`src/rtl/prg_mem_arbiter.sv`:
```
// Two-port arbiter sharing one single-port program memory between CPU fetch (A) and loader/debug (B).
// Optional build macro PRG_ARB_ROUND_ROBIN_EN selects round-robin arbitration in SERVE instead of fixed B>A priority.
module prg_mem_arbiter #(
  parameter int RAM_WIDTH     = 32,
  parameter int RAM_ADDR_BITS = 9,
  parameter int MAX_WAIT      = 7
) (
  input  logic                     clock,
  input  logic                     reset,
  input  logic                     a_req_valid,
  output logic                     a_req_ready,
  input  logic [RAM_ADDR_BITS-1:0] a_addr,
  output logic                     a_rsp_valid,
  output logic [RAM_WIDTH-1:0]     a_rsp_data,
  input  logic                     b_req_valid,
  output logic                     b_req_ready,
  input  logic                     b_we,
  input  logic [RAM_ADDR_BITS-1:0] b_addr,
  input  logic [RAM_WIDTH-1:0]     b_wdata,
  input  logic                     b_lock,
  output logic                     b_locked,
  output logic                     b_rsp_valid,
  output logic [RAM_WIDTH-1:0]     b_rsp_data,
  output logic                     mem_enable,
  output logic                     mem_write_enable,
  output logic [RAM_ADDR_BITS-1:0] mem_address,
  output logic [RAM_WIDTH-1:0]     mem_in_data,
  input  logic [RAM_WIDTH-1:0]     mem_out_data
);

  localparam int WCW = $clog2(MAX_WAIT + 1);

  typedef enum logic [1:0] {SERVE, LOCKED, DRAIN} state_t;
  typedef enum logic [1:0] {OWN_NONE, OWN_A, OWN_B} owner_t;

  state_t         state_q, state_d;
  owner_t         rsp_owner_q, rsp_owner_d;
  logic [WCW-1:0] wait_cnt_q, wait_cnt_d;
  logic           grant_a, grant_b;
  logic           force_a;
  logic           a_pref;

`ifdef PRG_ARB_ROUND_ROBIN_EN
  // rr_q == 0 means A holds priority for the next contended cycle
  logic rr_q, rr_d;
`endif

  always_comb begin
    state_d     = state_q;
    grant_a     = 1'b0;
    grant_b     = 1'b0;
    force_a     = (wait_cnt_q == WCW'(MAX_WAIT));
`ifdef PRG_ARB_ROUND_ROBIN_EN
    rr_d        = rr_q;
    a_pref      = force_a | ~rr_q;
`else
    a_pref      = force_a;
`endif

    case (state_q)
      SERVE: begin
        if (a_req_valid && (a_pref || !b_req_valid)) begin
          grant_a = 1'b1;
        end else if (b_req_valid) begin
          grant_b = 1'b1;
        end
        if (grant_b && b_lock) begin
          state_d = LOCKED;
        end
`ifdef PRG_ARB_ROUND_ROBIN_EN
        if (a_req_valid && b_req_valid) begin
          rr_d = grant_a;
        end
`endif
      end
      LOCKED: begin
        grant_b = b_req_valid;
        if (!b_lock) begin
          state_d = DRAIN;
        end
      end
      DRAIN: begin
        state_d = SERVE;
      end
      default: begin
        state_d = SERVE;
      end
    endcase

    // Keep the memory quiet while reset is held
    if (reset) begin
      grant_a = 1'b0;
      grant_b = 1'b0;
    end

    if (state_q == LOCKED) begin
      wait_cnt_d = wait_cnt_q;
    end else if (!a_req_valid || grant_a) begin
      wait_cnt_d = '0;
    end else if (wait_cnt_q != WCW'(MAX_WAIT)) begin
      wait_cnt_d = wait_cnt_q + WCW'(1);
    end else begin
      wait_cnt_d = wait_cnt_q;
    end

    if (grant_a) begin
      rsp_owner_d = OWN_A;
    end else if (grant_b) begin
      rsp_owner_d = OWN_B;
    end else begin
      rsp_owner_d = OWN_NONE;
    end
  end

  always_ff @(posedge clock or posedge reset) begin
    if (reset) begin
      state_q     <= SERVE;
      rsp_owner_q <= OWN_NONE;
      wait_cnt_q  <= '0;
`ifdef PRG_ARB_ROUND_ROBIN_EN
      rr_q        <= 1'b0;
`endif
    end else begin
      state_q     <= state_d;
      rsp_owner_q <= rsp_owner_d;
      wait_cnt_q  <= wait_cnt_d;
`ifdef PRG_ARB_ROUND_ROBIN_EN
      rr_q        <= rr_d;
`endif
    end
  end

  assign a_req_ready      = grant_a;
  assign b_req_ready      = grant_b;
  assign b_locked         = (state_q == LOCKED);
  assign mem_enable       = grant_a | grant_b;
  assign mem_write_enable = grant_b & b_we;
  assign mem_address      = grant_a ? a_addr : (grant_b ? b_addr : '0);
  assign mem_in_data      = (grant_b & b_we) ? b_wdata : '0;

  // Read data is steered to whichever port was granted on the previous edge
  assign a_rsp_valid = (rsp_owner_q == OWN_A);
  assign b_rsp_valid = (rsp_owner_q == OWN_B);
  assign a_rsp_data  = a_rsp_valid ? mem_out_data : '0;
  assign b_rsp_data  = b_rsp_valid ? mem_out_data : '0;

endmodule

```
`config.mk`:
```
export PLATFORM = sky130hd
export DESIGN_NAME = prg_mem_arbiter
export DESIGN_NICKNAME = d
export VERILOG_FILES = /design/src/rtl/prg_mem_arbiter.sv
export SDC_FILE = /design/constraint.sdc
export NUM_CORES = 1
export LEC_CHECK = 0
export CORE_MARGIN = 1.5
export CORE_UTILIZATION = 22
export DETAILED_ROUTE_END_ITERATION = 7
export HOLD_SLACK_MARGIN = 0.1
export PLACE_DENSITY = 0.85
export SLEW_MARGIN = 20
export SYNTH_ARGS = -nofsm -noshare
export SYNTH_HDL_FRONTEND = slang
export SYNTH_SLANG_ARGS = --single-unit
```
`constraint.sdc`:
```
create_clock -name clock -period 2.07 [get_ports clock]
set_input_delay 0.414 -clock clock [delete_from_list [all_inputs] [get_ports clock]]
set_output_delay 0.414 -clock clock [all_outputs]
set_load 0.01 [all_outputs]
```
==> impl_summary.md <==
Worst setup path
The slowest cell on the critical path is sky130_fd_sc_hd__dfrtp_1. The critical path goes through ha_4 > ha_4 > nand2_4 > buf_12 > o211a_4 > buf_6 > a22o_1 > buf_2. The critical path's top delay family is compound AO/OA/AOI/OAI gates. The most used cell along the critical path is sky130_fd_sc_hd__ha_4.

Setup slack on the worst reg-to-reg path comes out at 50 ps. The startpoint type of the worst setup path is a flop. The data required time of the critical path is 1660 ps. The largest fanout on the critical path is 5.

The largest stage delay on the critical path is 390 ps. The end of the worst register-to-register path is wait_cnt_q[0]. The startpoint-to-endpoint class of the critical path is reg -> out.

The critical path endpoint category is an output port. Data arrives at the worst endpoint at 1850 ps. The sum of buffers and inverters on the critical path is 3. Counting cells, the worst reg-to-reg path comes to 11. In this run the critical register-to-register path is launched from wait_cnt_q[0].

Placed design
Input and output buffers added on the ports amount to 199. The minimum setup slack after placement is -626.9 ps. Routability-driven placement finished with a final weighted congestion of 0.7781. The total placed cells including tap cells is 422.

The total placed instance area is 0.003351 mm2. The placed wire-length estimate after detailed placement is 4861 um.

Synth
When the netlist entered floorplanning its net count stood at 243. Counting every instance in the synthesized netlist gives 153. The flop and latch count out of synthesis is 7. The number of distinct library cell variants in the gate-level netlist after synthesis is 25.

The total of warnings raised by yosys is 0. The sequential cell area fraction in the yosys report is 0.1446. The synthesized area per cell is 7.916 um2. The mapped netlist covers 0.001211 mm2.

Status
The checks that failed: negative setup slack. The run finished, with violations left.

Min path
The type of the most critical hold path is in -> async.

Floorplan
The number of placed I/O pins is 200. The placeable core region is 0.005205 mm2. The initial core utilization is 0.2327. The number of standard-cell rows in the floorplan is 26. The die height is 77.20 um. The area of the die is 0.005959 mm2.

The die outline width is 77.20 um.

Timing
For the final database, setup skew stands at 4.185 ps. For this run, the top clock speed supported by timing is 442.3 MHz. The max-slew violation count is 0. For the finished layout, the period the worst path requires is 2261 ps. The final critical-path setup slack is -191.0 ps. The total count of hold-check failures in the final report is 0.

Setup repair after global routing could not meet its margin everywhere. Setup violations remaining at the end of the flow were counted as 44. The share of the clock period used by the worst path is 1.092.

The slew of the pin with the lowest slew margin is 303.1 ps. In this run the tightest slew margin relative to its limit is 0.7976. On the final layout, the worst hold slack is 500.1 ps.

Global routing
After global routing the overflow that remains totals 0. The via count of the first global-routing pass is 1934. The largest net degree at the start of global routing is 34. The global-route total usage across every layer is 0.1912. The number of antenna violations at the first check in global routing is 0. The wire length of the first global-routing pass is 9114 um.

Layout
The area added between synthesis and finish is 225.3%. The fraction of layout instances using a drive strength above 1 is 0.3351. With fillers left out, the area of the finished cells amounts to 0.003940 mm2. The library cell used most frequently in the layout, excluding fill and tap cells, is sky130_fd_sc_hd__clkdlybuf4s50_1. After the last flow step, the layout net total stands at 470. The repair_antennas step left the layout with diodes totalling 0. The library cells used most frequently in the layout, excluding fill and tap cells, are sky130_fd_sc_hd__clkdlybuf4s50_1, sky130_fd_sc_hd__dlymetal6s2s_1, sky130_fd_sc_hd__and2_1. Excluding fillers, the count of instances in the completed layout stands at 449.

Detailed routing
The final layout contains routed wiring with a total length of 7128 um. Detailed routing inserted a total of 1958 vias. The post-detailed-route count of antenna-violating nets is 0. Dividing the detail-routed wire length by the instance count gives 15.88 um. After the first detailed-routing iteration, the DRC count stood at 24. After detailed routing, the number of vias per cell comes to 4.361.

The number of remaining DRC errors is 0. Before antenna repair, the detailed router went through 4 iterations.

Pwr
IR analysis of the VDD net gives a maximum drop of 0.0001690 V. In this run the static leakage power is 2.799 nW. For this design the ratio of total power to cell area is 245.6 mW/mm2.

CTS
The source-to-sink clock delay at the later pin of the worst-skew pair is 230 ps. Counting every sink on the clock net gives 7. The number of clock buffers inserted by TritonCTS is 3. In this run the deepest clock path goes through 2 buffers. TritonCTS built the clock tree. The clock transition at the register clock pins on the worst setup and hold paths after CTS is 40 ps.

The cell at the root of the clock tree is sky130_fd_sc_hd__clkbuf_8. In this run the number of H-tree levels came out at 1.

Run
The reported max-cap violation count is 0.
cells in the mapped netlist:
| master | instances | area [um2] |
|---|---|---|
| sky130_fd_sc_hd__nand2_1 | 2 | 7.510 |
| sky130_fd_sc_hd__nor2b_1 | 2 | 12.51 |
| sky130_fd_sc_hd__nand4b_1 | 1 | 8.760 |
| sky130_fd_sc_hd__ha_1 | 2 | 25.02 |
| sky130_fd_sc_hd__o21ai_0 | 2 | 10.01 |
| sky130_fd_sc_hd__o211a_1 | 2 | 20.02 |
| sky130_fd_sc_hd__a32o_1 | 3 | 30.03 |
| sky130_fd_sc_hd__and2_1 | 64 | 400.4 |
| sky130_fd_sc_hd__nand2_2 | 1 | 6.260 |
| sky130_fd_sc_hd__buf_6 | 4 | 45.04 |
| sky130_fd_sc_hd__a22o_1 | 9 | 78.83 |
| sky130_fd_sc_hd__nand2b_1 | 2 | 12.51 |
| sky130_fd_sc_hd__o2111a_2 | 1 | 12.51 |
| sky130_fd_sc_hd__inv_2 | 1 | 3.750 |
| sky130_fd_sc_hd__nor3b_1 | 2 | 15.01 |
| sky130_fd_sc_hd__and2_4 | 29 | 254.0 |
| sky130_fd_sc_hd__nor2_1 | 2 | 7.510 |
| sky130_fd_sc_hd__buf_2 | 1 | 5.000 |
| sky130_fd_sc_hd__a21oi_1 | 1 | 5.000 |
| sky130_fd_sc_hd__or2_2 | 2 | 12.51 |
| sky130_fd_sc_hd__o31ai_1 | 1 | 7.510 |
| sky130_fd_sc_hd__and2_2 | 3 | 22.52 |
| sky130_fd_sc_hd__clkbuf_1 | 6 | 22.52 |
| sky130_fd_sc_hd__dfrtp_1 | 7 | 175.2 |
| sky130_fd_sc_hd__inv_1 | 3 | 11.26 |
worst max path at each step:
stage / from / end / cells after the start
6_report: wait_cnt_q[0] / mem_address[8] / 8
5_1_grt: wait_cnt_q[0] / mem_address[4] / 8
4_1_cts: wait_cnt_q[1] / mem_in_data[23] / 8
3_5_place_dp: a_req_valid / mem_enable / 5
3_3_place_gp: a_req_valid / mem_enable / 5
2_1_floorplan: wait_cnt_q[0] / mem_address[0] / 7
registers in the layout, summed over array words and instances, names as in the netlist:
register and flops:
state_q 2, wait_cnt_q 3, rsp_owner_q 2
per-layer routing:
layer  global-route usage  up-vias  wire (um)
met3              0.05476        3        554
met4              0.02909        0         23
li1                     -      952          -
met5                    0        -          0
met2               0.4123      119       4035
met1               0.1719      884       2514
report_power, final:
part	switching [mW]	internal (mW)
Sequential	0.0156	0.151
Combinational	0.202	0.402
Clock	0.0635	0.134
Total	0.281	0.686
repair_timing:
action,CTS,global route
hold buffers,0,0
setup buffers,16,6
gates resized for setup,232,83
pin swaps,15,26
gates cloned,2,4
setup endpoints to repair,89,113
final cells by class:
type	count	area [um2]
Multi-Input combinational cell	131	1022
Sequential cell	7	175.2
Timing Repair Buffer	233	2590
Tap cell	70	87.58
Inverter	4	20.02
Fill cell	335	1265
Clock buffer	4	45.04
metrics by stage:
stage | util | power [mW] | setup TNS, ps
global route | 0.7570 | 1.021 | -9191
finish | 0.7570 | 0.9677 | -6727
global placement | 0.6438 | 0.6879 | -24010
detailed placement | 0.6438 | 0.7013 | -25820
CTS | 0.6916 | 0.9433 | -7296
floorplan | - | 0.3366 | 0
cells by family after synthesis:
group / after synthesis / share of synthesized area
and+or+nand+nor: 110 / 0.6271
adders and majority gates: 2 / 0.02066
buffers and inverters: 15 / 0.07230
AOI/OAI and AO/OA: 19 / 0.1353
DFF: 7 / 0.1446
Power figures use the tool's default switching activity.
